===== config.mk =====
export PLATFORM = sky130hd
export DESIGN_NAME = password_fsm
export DESIGN_NICKNAME = d
export VERILOG_FILES = /design/src/rtl/password_fsm.sv
export SDC_FILE = /design/constraint.sdc
export NUM_CORES = 1
export LEC_CHECK = 0
export ABC_AREA = 1
export BUFFER_PORTS_ARGS = -buffer_cell sky130_fd_sc_hd__clkbuf_2
export CAP_MARGIN = 20
export CORE_ASPECT_RATIO = 0.8
export CORE_MARGIN = 3
export CORE_UTILIZATION = 54
export DETAILED_ROUTE_END_ITERATION = 8
export PLACE_DENSITY = 0.77
export SYNTH_ARGS = -nofsm -noshare
export SYNTH_HDL_FRONTEND = slang
export SYNTH_SLANG_ARGS = --single-unit

===== constraint.sdc =====
create_clock -name clk -period 1.7 [get_ports clk]
set_clock_uncertainty 0.2 [all_clocks]
set_input_delay 0.085 -clock clk [delete_from_list [all_inputs] [get_ports clk]]
set_output_delay 0.085 -clock clk [all_outputs]
set_load 0.03 [all_outputs]

===== src/rtl/password_fsm.sv =====
`default_nettype none
// ============================================================================
// Module      : password_fsm
// Description : Four-digit BCD keypad lock. Collects digits from a one-shot
//               keypad stage, compares the completed entry against PASSWORD,
//               then shows UNLOCKED or DENIED for HOLD_CYCLES cycles. After
//               MAX_TRIES consecutive failures it enters LOCKOUT for
//               LOCK_CYCLES cycles.
//
// Ports       : clk          in   system clock, rising edge
//               rst          in   asynchronous reset, active low
//               digit_valid  in   single-cycle digit strobe
//               digit        in   [3:0] digit value (values > 9 ignored)
//               entered      out  [15:0] digits accepted so far (HEX display)
//               digit_count  out  [2:0] digits accepted in current entry
//               unlocked     out  high while in UNLOCKED
//               denied       out  high while in DENIED
//               locked_out   out  high while in LOCKOUT
//               fail_count   out  [2:0] consecutive failed attempts
//               state        out  [2:0] current state encoding
//
// Revision    : 1.0  initial release
// ============================================================================
module password_fsm #(
    parameter logic [15:0] PASSWORD    = 16'h1234,
    parameter int          MAX_TRIES   = 3,
    parameter int          HOLD_CYCLES = 100_000_000,
    parameter int          LOCK_CYCLES = 500_000_000
) (
    input  logic        clk,
    input  logic        rst,
    input  logic        digit_valid,
    input  logic [3:0]  digit,
    output logic [15:0] entered,
    output logic [2:0]  digit_count,
    output logic        unlocked,
    output logic        denied,
    output logic        locked_out,
    output logic [2:0]  fail_count,
    output logic [2:0]  state
);

    // State encoding is visible on the state output, so it is fixed here.
    localparam logic [2:0] c_IDLE     = 3'd0;
    localparam logic [2:0] c_ENTRY    = 3'd1;
    localparam logic [2:0] c_CHECK    = 3'd2;
    localparam logic [2:0] c_UNLOCKED = 3'd3;
    localparam logic [2:0] c_DENIED   = 3'd4;
    localparam logic [2:0] c_LOCKOUT  = 3'd5;

    // One shared down-counter serves all timed states. It is loaded with
    // N-1 on entry and the state is left when it reads zero, giving exactly
    // N cycles in the timed state.
    localparam int c_MAX_CYCLES = (HOLD_CYCLES > LOCK_CYCLES) ? HOLD_CYCLES : LOCK_CYCLES;
    localparam int c_TIMER_W    = $clog2(c_MAX_CYCLES);

    localparam logic [c_TIMER_W-1:0] c_HOLD_LOAD = c_TIMER_W'(HOLD_CYCLES - 1);
    localparam logic [c_TIMER_W-1:0] c_LOCK_LOAD = c_TIMER_W'(LOCK_CYCLES - 1);
    localparam logic [3:0]           c_MAX_TRIES = 4'(MAX_TRIES);

    // ------------------------------------------------------------------
    // Registers
    // ------------------------------------------------------------------
    logic [2:0]           r_state;
    logic [15:0]          r_entered;
    logic [2:0]           r_digit_count;
    logic [2:0]           r_fail_count;
    logic [c_TIMER_W-1:0] r_timer;
    logic                 r_unlocked;
    logic                 r_denied;
    logic                 r_locked_out;

    // ------------------------------------------------------------------
    // Next-state wires
    // ------------------------------------------------------------------
    logic [2:0]           w_next_state;
    logic [15:0]          w_next_entered;
    logic [2:0]           w_next_count;
    logic [2:0]           w_next_fail;
    logic [c_TIMER_W-1:0] w_next_timer;
    logic                 w_digit_ok;
    logic [3:0]           w_fail_inc;

    // Non-BCD codes are dropped up front so no state ever sees them.
    assign w_digit_ok = digit_valid && (digit <= 4'd9);

    // One bit wider than fail_count so MAX_TRIES up to 7 compares cleanly.
    assign w_fail_inc = {1'b0, r_fail_count} + 4'd1;

    always_comb begin
        w_next_state   = r_state;
        w_next_entered = r_entered;
        w_next_count   = r_digit_count;
        w_next_fail    = r_fail_count;
        w_next_timer   = r_timer;

        case (r_state)
            c_IDLE: begin
                w_next_entered = '0;
                w_next_count   = '0;
                if (w_digit_ok) begin
                    w_next_entered = {12'h000, digit};
                    w_next_count   = 3'd1;
                    w_next_state   = c_ENTRY;
                end
            end

            c_ENTRY: begin
                if (w_digit_ok) begin
                    w_next_entered = {r_entered[11:0], digit};
                    w_next_count   = r_digit_count + 3'd1;
                    // Three digits already held: this one completes the code.
                    if (r_digit_count == 3'd3) begin
                        w_next_state = c_CHECK;
                    end
                end
            end

            // Single-cycle decision; the keypad is not looked at here.
            c_CHECK: begin
                if (r_entered == PASSWORD) begin
                    w_next_state = c_UNLOCKED;
                    w_next_fail  = '0;
                    w_next_timer = c_HOLD_LOAD;
                end else if (w_fail_inc < c_MAX_TRIES) begin
                    w_next_state = c_DENIED;
                    w_next_fail  = w_fail_inc[2:0];
                    w_next_timer = c_HOLD_LOAD;
                end else begin
                    w_next_state = c_LOCKOUT;
                    w_next_fail  = '0;
                    w_next_timer = c_LOCK_LOAD;
                end
            end

            // entered/digit_count keep their CHECK values for display while
            // the timer runs; keypad activity is ignored entirely.
            c_UNLOCKED, c_DENIED, c_LOCKOUT: begin
                if (r_timer == '0) begin
                    w_next_state   = c_IDLE;
                    w_next_entered = '0;
                    w_next_count   = '0;
                end else begin
                    w_next_timer = r_timer - 1'b1;
                end
            end

            // Encodings 6 and 7 fall back to a clean IDLE.
            default: begin
                w_next_state   = c_IDLE;
                w_next_entered = '0;
                w_next_count   = '0;
                w_next_timer   = '0;
            end
        endcase
    end

    // Status flags are registered from the next state so they line up
    // exactly with the registered state they describe.
    always_ff @(posedge clk or negedge rst) begin
        if (!rst) begin
            r_state       <= c_IDLE;
            r_entered     <= '0;
            r_digit_count <= '0;
            r_fail_count  <= '0;
            r_timer       <= '0;
            r_unlocked    <= 1'b0;
            r_denied      <= 1'b0;
            r_locked_out  <= 1'b0;
        end else begin
            r_state       <= w_next_state;
            r_entered     <= w_next_entered;
            r_digit_count <= w_next_count;
            r_fail_count  <= w_next_fail;
            r_timer       <= w_next_timer;
            r_unlocked    <= (w_next_state == c_UNLOCKED);
            r_denied      <= (w_next_state == c_DENIED);
            r_locked_out  <= (w_next_state == c_LOCKOUT);
        end
    end

    assign state       = r_state;
    assign entered     = r_entered;
    assign digit_count = r_digit_count;
    assign fail_count  = r_fail_count;
    assign unlocked    = r_unlocked;
    assign denied      = r_denied;
    assign locked_out  = r_locked_out;

endmodule
`default_nettype wire


## Yosys cells after proc, flatten, opt, wreduce, memory -nomap -nowiden

Index checks and enable logic that the tools add are counted.

- Input bits: 7
- Output and inout port bits: 28
- Logic and storage cells: 56
- Bits in registers: 57

- Order comparisons: 2
- $add $sub $neg: 3
- Bitwise gates (word level): 2
- Multiplexer cells: 21
- Reduce and logical (&&, ||, !) cells: 7
- Equal/unequal tests: 13

Operators by type and width:

| operator | number |
|---|---|
| two-way mux 29 bit | 3 |
| one-hot mux 29 bit (3 select lines) | 1 |
| one-hot mux 16 bit (4 select lines) | 1 |
| two-way mux 16 bit | 2 |
| zero test 29 bit | 1 |
| subtractor 29 x 1 -> 29 bit, second input constant | 1 |
| two-way mux 3 bit | 9 |
| one-hot mux 3 bit (4 select lines) | 2 |
| == test 16 x 13 -> 1 bit, second input constant | 1 |
| == test 3 x 2 -> 1 bit, second input constant | 4 |
| == test 3 bit, second input constant | 4 |
| != test 2 bit, second input constant | 3 |
| adder 3 x 1 -> 4 bit, second input constant | 1 |
| less-or-equal comparator 4 bit, second input constant | 1 |
| less-than comparator 4 x 2 -> 1 bit, second input constant | 1 |
| two-way mux 4 bit | 1 |
| adder 3 x 1 -> 3 bit, second input constant | 1 |
| == test 3 x 1 -> 1 bit, second input constant | 1 |
| zero test 3 bit | 1 |
| AND reduction 3 bit | 1 |
| OR reduction 3 bit | 1 |
| two-way mux 1 bit | 2 |
| inverter 1 bit | 2 |
| AND reduction 2 bit | 1 |
| other kinds (2) | 2 |

## Logic depth before layout (Yosys ltp)

Gate-level depths: netlist (run 1).

- Depth in word-level cells: 6
- Depth in mapped cells: 12
- Gate-level depth less buffers: 11

## Least setup slack after synthesis (run 1)

No wires, ideal clock.

- Kind: register to register
- Start point: register r_state[2], in the netlist state[2]
- End point: register r_entered[5], in the netlist entered[5]
- Path slack: -117 ps
- Setup time: 119 ps
- Cell stages (with the launch flop): 11
- Arrival time: 1498 ps
- Path buffers: 2
- Required time: 1381 ps
- Clock period less this slack: 1817 ps
- Cells stage by stage: dfrtp_1 nor2_2 inv_2 nand2_2 inv_2 nand2_1 nand2_1 buf_6 buf_6 nand2_1 o21ai_2

- Cells in the longest elaborated chain, start to end: 4
- Elaborated cells on any way between the ends: 12
- Classes of those cells: 7 x eq/ne; 1 x mux; 1 x bitwise; 3 x reduce/logical

Ends and longest elaborated chain:

| what | line | RTL |
|---|---|---|
| from (decl) | 64 | `logic [2:0] r_state;` |
| from (signal assigned) | 162 | `r_state <= c_IDLE;` |
| from (signal assigned) | 171 | `r_state <= w_next_state;` |
| == test 3 x 2 -> 1 bit or == test 3 bit (tied branches) | 97 | `case (r_state)` |
| OR reduction 3 bit | 97 |  |
| != test 2 bit (no source line) | n/a |  |
| AND reduction 3 bit (no source line) | n/a |  |
| to (signal assigned) | 172 | `r_entered <= w_next_entered;` |
| to (decl) | 65 | `logic [15:0] r_entered;` |

Parallel ways exist; a longest one is shown, timed or not.
A chain may end at the register's enable or synchronous reset.

## Worst setup path in the final report (run 1)

- Start point: register r_timer[1]
- End point: register r_timer[25]

- Cells in the longest elaborated chain, start to end: 3
- Elaborated cells on any way between the ends: 6
- Classes of those cells: 1 x add/sub; 1 x eq/ne; 2 x mux; 2 x reduce/logical

Ends and longest elaborated chain:

| what | line | RTL |
|---|---|---|
| from (decl) | 68 | `logic [c_TIMER_W-1:0] r_timer;` |
| from (signal assigned) | 175 | `r_timer <= w_next_timer;` |
| subtractor 29 x 1 -> 29 bit or zero test 29 bit (tied branches) | 144, 139 |  |
| two-way mux 29 bit or != test 2 bit (tied branches) | n/a |  |
| one-hot mux 29 bit (3 select lines) or AND reduction 2 bit (tied branches) | n/a |  |

Parallel ways exist; a longest one is shown, timed or not. The select of a mux whose other input is x is not followed.

==> metrics.md, run 1 <==
| Metric | Value |
|---|---|
| Status | finished with violations |
| Failing checks | setup timing |
| WP data required | 1780 ps |
| Syn Inst Count | 509 |
| Top_reg_cell synth | dfrtp_1 |
| All-Layer GR Usage | 29.72% |
| RSZ-0062 raised after global routing | true |
| Layout cells sized above 1 | 39.34% |
| Die Width | 97.52 um |
| Final nets | 673 |
| Worst setup SP type | flop |
| Global route total overflow | 0 |
| Tmin final | 1974 ps |
| Final WS setup | -273.7 ps |
| Clock network power share | 12.9% |
| Comb power frac | 64.4% |
| Placed wire-length estimate | 7557 um |
| Fin. max-slew vios | 0 |
| Setup CP Type | reg -> reg |
| H-Tree Depth | 3 |
| Critical R2R Capture | r_timer[25] |
| Antenna fix cells | 0 |
| Core area | 6441 um2 |
| Storage element area | 1433 um2 |
| Max cap viols | 0 |
| Endpoints failing hold | 0 |
| Mapped cell area | 3618 um2 |
| Initial core utilization | 56.18% |
| CP max FO | 14 |
| Finished Core Util | 80.79% |
| GP Congestion | 0.9875 |
| Net Switching | 4.795 mW |
| Setup tns final | -9245 ps |
| Vias per cell | 5.537 |
| Tightest Pin Transition | 309.0 ps |
| Setup violators final | 51 |
| CTS sink count | 57 |
| Total vias in the final route | 4153 |
| DIE HEIGHT | 79.22 um |
| Netlist cell types | 32 |
| Peak supply drop | 0.001146 V |
| Clock Tree Buf Depth | 2 |
| DP Cell Count | 718 |
| Post-synth ARST share | 100.0% |
| Sequential power share | 22.8% |
| Fmax | 0.5067 GHz |
| FF-to-FF setup slack | -270 ps |
| Crit path DAT | 2050 ps |
| Reg2reg path depth | 11 |
| Die area | 7725 um2 |
| Hold Slack | 74.48 ps |
| Multi-input logic area | 2087 um2 |
| Int Pwr | 5.120 mW |
| Critical path endpoint category | flop |
| Yosys reg bits | 57 |
| CTS clock-pin slew for the worst setup and hold paths | 70 ps |
| Post-synthesis net count | 521 |
| CTS tree | built |
| Drt pass-1 iters | 5 |
| Slew margin rel. | 79.24% |
| Remaining DRCs | 0 |
| CTS buffer count | 9 |
| Final wirelength | 12110 um |
| Syn_area_per_cell | 7.109 um2 |
| HP Class | in -> async |
| Largest net degree at the start of global routing | 58 |
| Switching Share | 48.36% |
| Fillers | 390 |
| Leakage power total | 2.655 nW |
| Worst-skew pair later-pin latency | 350 ps |
| Antenna viol nets, final | 0 |
| Non-Filler Instances | 750 |
| Rows | 26 |
| Area grow syn2layout | 43.81% |
| Antenna violations before repair | 0 |
| First-pass GRT wire length | 18260 um |
| Pwr/cell area | 1905 nW/um2 |
| R2r startpoint | r_timer[1] |
| Register area share after synthesis | 39.42% |
| Vias in the first global route | 3893 |
| Clock root cell | clkbuf_8 |
| Routed len/inst | 16.15 um |
| Port bufs | 34 |
| Part of the cycle the worst path needs | 116.1% |
| Post-synth EDFFs | 0 |
| I/O Pins | 35 |
| Iteration-0 DRC Markers | 434 |
| Final Power | 9.915 mW |
| Count of warnings emitted by yosys | 0 |
state kept, by name, indices dropped and copies added (netlist names):
name         flops
denied           1
digit_count      3
entered         16
fail_count       3
locked_out       1
r_timer         29
state            3
unlocked         1
power by group through the flow:
stage | Clock (mW) | Combinational (mW) | Sequential (mW)
after floorplan | 0 | 2.89 | 2.69
after global placement | 0 | 5.28 | 2.18
after detailed placement | 0 | 5.42 | 2.21
after CTS | 1.29 | 5.57 | 2.19
after global routing | 1.35 | 6.89 | 2.31
final | 1.28 | 6.38 | 2.26
layout by cell type, fill, tap and decap left out, drive strengths merged:
cell type,Yosys,final
nand2,156,156
dfrtp,57,57
clkinvlp,0,2
xor2,6,6
ha,5,5
a21oi,17,17
or2,1,1
o21bai,2,2
inv,48,49
o21a,1,1
clkbuf,3,46
buf,9,111
clkinv,0,2
nand3,34,34
o21ai,35,35
a32o,2,2
a31oi,1,1
nor3,5,5
nand4,7,7
nand3b,2,2
dlygate4sd3,0,6
bufinv,0,1
nor2,118,118
critical path: stages, from the launching register on:
cell and delay (ps):
dfrtp_1 410, inv_2 110, ha_4 150, nand2_2 50, nor2_2 110, nand2_2 90, nor2_4 150, nand3_4 150
nand2_8 160, buf_12 150, nand2_1 70, o21ai_1 80
cells in the mapped netlist, types with 2 or more instances:
library cell	n	area, um2
nor2_2	17	106.4
o21ai_2	14	122.6
nand3b_1	2	15.01
nand4_1	6	37.54
o21bai_1	2	15.01
xor2_1	6	52.55
nand2_1	146	548.0
inv_2	10	37.54
ha_1	5	62.56
nand2_4	2	22.52
a32o_1	2	20.02
nand2_2	8	50.05
nand3_1	33	165.2
o21ai_0	13	65.06
buf_4	2	15.01
nor2_1	97	364.1
dfrtp_1	57	1426
clkbuf_1	2	7.510
inv_1	37	138.9
nor3_1	4	20.02
a21oi_1	17	85.08
nor2_4	4	45.04
o21ai_1	8	40.04
buf_6	7	78.83
per-layer routing:
| layer | track usage (%) | share of wire [%] | vias up |
|---|---|---|---|
| met5 | 0 | 0 | - |
| met4 | 11.07 | 3.6 | 0 |
| met3 | 5.443 | 7.9 | 52 |
| met2 | 48.43 | 47 | 218 |
| met1 | 39.80 | 41 | 1961 |
| li1 | - | - | 1922 |
metrics by stage:
step	cell area [um2]	worst slack [ps]
after floorplan	3638	-61.33
after global placement	4639	-149.7
after detailed placement	4639	-178.9
after CTS	4962	-123.2
after global routing	5204	-351.9
final	5204	-273.7
worst max-delay path by stage:
stage / startpoint / endpoint / slack [ps] / cells after the start
floorplan: r_timer[0] / r_timer[14] / -60 / 12
global placement: r_timer[1] / locked_out / -150 / 10
detailed placement: r_timer[0] / r_timer[23] / -180 / 11
CTS: r_timer[0] / r_timer[23] / -120 / 11
global route: r_timer[2] / r_timer[25] / -350 / 10
finish: r_timer[1] / r_timer[25] / -270 / 11
layout make-up:
| type | instances | share of cell area, % |
|---|---|---|
| multi-input combinational | 392 | 40.11 |
| sequential | 57 | 27.53 |
| timing repair buffer | 153 | 22.89 |
| inverter | 48 | 3.703 |
| clock buffer | 10 | 2.453 |
| tap | 84 | 2.020 |
| clock inverter | 6 | 1.298 |
cells by family (layout without fill, tap and decap cells):
group	after synthesis	count (layout)	share of synthesized area [%]
xor+xnor	6	6	1.452
buf+inv	60	217	7.988
simple gates	323	323	39.42
flops	57	57	39.42
compound gates	58	58	9.993
fa+ha+maj	5	5	1.729
timing repair:
| item | CTS | global route |
|---|---|---|
| pin swaps | 5 | 14 |
| gates resized for setup | 16 | 43 |
| buffers inserted | 4 | 3 |
| gates cloned | 0 | 3 |
| endpoints found under the setup margin | 51 | 56 |
| hold endpoints to repair | 63 | 0 |
| hold buffers | 6 | 0 |
Power figures use the tool's default switching activity.
==> run 2: changes to the inputs <==
Settings changed: PLACE_DENSITY 0.77 to unset, PLACE_DENSITY_LB_ADDON set to 0.25.
==> metrics.md, run 2 (synthesized netlist as in run 1, its figures left out) <==
| Metric | Value |
|---|---|
| Iteration-0 DRC Markers | 443 (+2.1%) |
| Antenna fix cells | 0 (unchanged) |
| First-pass GRT wire length | 17570 um (-3.8%) |
| CTS clock-pin slew for the worst setup and hold paths | 70 ps (about the same) |
| Drt pass-1 iters | 6 (+1) |
| Final nets | 670 (-0.45%) |
| Finished Core Util | 81.90% (+1.1 points) |
| Part of the cycle the worst path needs | 114.3% (-1.8 points) |
| Die area | 7725 um2 (unchanged) |
| Top reg by flops | r_timer |
| H-Tree Depth | 3 (unchanged) |
| Setup CP Type | reg -> reg |
| I/O Pins | 35 (unchanged) |
| DIE HEIGHT | 79.22 um (unchanged) |
| Clock Tree Buf Depth | 2 (unchanged) |
| Non-Filler Instances | 747 (-0.40%) |
| Clock root cell | clkbuf_8 |
| Critical path endpoint category | flop |
| FF-to-FF setup slack | -240 ps (+30 ps) |
| Global route total overflow | 0 (unchanged) |
| Antenna viol nets, final | 0 (unchanged) |
| Tightest Pin Transition | 435.2 ps (+126.1 ps) |
| Leakage power total | 2.674 nW (+0.71%) |
| Remaining DRCs | 0 (unchanged) |
| Max cap viols | 0 (unchanged) |
| Largest net degree at the start of global routing | 58 (unchanged) |
| DP Cell Count | 708 (-1.4%) |
| Vias in the first global route | 3611 (-7.2%) |
| Commonest non-fill, non-tap cell in the layout | nand2_1 |
| Vias per cell | 5.695 (+2.8%) |
| Port bufs | 34 (unchanged) |
| Worst setup SP type | flop |
| Status | finished with violations |
| Initial core utilization | 56.18% (unchanged) |
| CTS buffer count | 9 (unchanged) |
| Slew margin rel. | 70.85% (-8.4 points) |
| Critical R2R Capture | r_timer[10] |
| Fmax | 0.5146 GHz (+1.6%) |
| CP max stage cell | dfrtp_1 |
| Tmin final | 1943 ps (-30.68 ps) |
| Reg2reg path depth | 11 (unchanged) |
| WP data required | 1790 ps (about the same) |
| Endpoints failing hold | 0 (unchanged) |
| Final wirelength | 13120 um (+8.4%) |
| Hold Slack | 62.46 ps (-12.01 ps) |
| Number of flip-flops in the largest register | 29 (unchanged) |
| CTS sink count | 57 (unchanged) |
| Peak supply drop | 0.001431 V (+25%) |
| Total vias in the final route | 4254 (+2.4%) |
| Setup violators final | 52 (+2.0%) |
| Die Width | 97.52 um (unchanged) |
| CP most frequent cell | nand2_1 |
| Final WS setup | -243.1 ps (+30.68 ps) |
| Crit path DAT | 2030 ps (-20 ps) |
| Rows | 26 (unchanged) |
| CTS tree | built |
| GP Congestion | 0.9429 (-4.5%) |
| Antenna violations before repair | 0 (unchanged) |
| Pwr/cell area | 1979 nW/um2 (+3.9%) |
| HP Class | in -> async |
| RSZ-0062 raised after global routing | true |
| CP max stage delay | 400 ps (about the same) |
| Core area | 6441 um2 (unchanged) |
| CP max FO | 6 (-8) |
| Worst-skew pair later-pin latency | 360 ps (about the same) |
| Most frequent cells in the layout | nand2_1, buf_4, nor2_1 |
| Placed wire-length estimate | 7866 um (+4.1%) |
| Fin. max-slew vios | 0 (unchanged) |
| Layout cells sized above 1 | 42.68% (+3.3 points) |
| R2r startpoint | r_timer[1] |
| Routed len/inst | 17.57 um (+8.8%) |
| All-Layer GR Usage | 28.83% (-0.89 points) |
| Failing checks | setup timing |
| Area grow syn2layout | 45.78% |
| CP Cell Sequence | inv_2 > ha_4 > nand2_1 > nor2_1 > nand2_1 > nor2_2 > nand3_4 > nand2_8 > buf_4 > nand2_1 > nand2_1 |
[run 2: area by class of cell]
type,count,area [um2]
inverters,48,192.7
flip-flops and latches,57,1434
multi-input cells,392,2183
repair buffers,150,1187
clock inverters,5,31.28
fillers,367,1166
well taps,84,105.1
clock buffers,11,141.4
[run 2: what timing repair did]
action / in CTS / in global routing
gates resized for setup: 28 / 72
endpoints found under the setup margin: 51 / 53
cloned: 0 / 6
hold buffers: 6 / 0
pin swaps: 8 / 16
hold endpoints to repair: 63 / 0
buffers inserted: 4 / 7
[run 2: how the worst max path moves through the flow]
stage               startpoint           to  slack, ps  depth (start not counted)
finish              r_timer[1]  r_timer[10]       -240                         11
detailed placement  r_timer[1]  r_timer[28]       -250                          8
CTS                 r_timer[1]  r_timer[25]       -100                         11
floorplan           r_timer[0]  r_timer[14]        -60                         12
global route        r_timer[1]  r_timer[10]       -310                         11
global placement    r_timer[1]  r_timer[28]       -120                          8
[run 2: metrics by stage]
step,worst slack [ps],cell area (um2),power [mW],TNS [ps]
3_3_place_gp,-117.0,4539,7.369,-3017
3_5_place_dp,-248.4,4539,7.581,-6052
4_1_cts,-104.8,4881,8.925,-3220
5_1_grt,-313.3,5275,10.95,-12350
2_1_floorplan,-61.33,3638,5.582,-1234
6_report,-243.1,5275,10.44,-8523
[run 2: worst max-delay path, delay by kind of cell, from the launching register on]
| family | cells | cell delay (ps) |
|---|---|---|
| fa+ha+maj | 1 | 160 |
| buf+inv | 2 | 290 |
| flops | 1 | 400 |
| simple gates | 8 | 840 |
[run 2: report_power, final]
group | internal, mW | total [mW] | switching, mW
logic | 2.85 | 6.94 | 4.09
registers | 1.83 | 2.32 | 0.492
clock network | 0.563 | 1.18 | 0.615
[run 2: routing by layer]
| metal | track usage (%) | share of wire, % | up-vias |
|---|---|---|---|
| li1 | - | - | 1919 |
| met1 | 39.82 | 40 | 1975 |
| met2 | 46.31 | 46 | 288 |
| met3 | 7.375 | 11 | 72 |
| met4 | 5.809 | 4.0 | 0 |
| met5 | 0 | 0 | - |
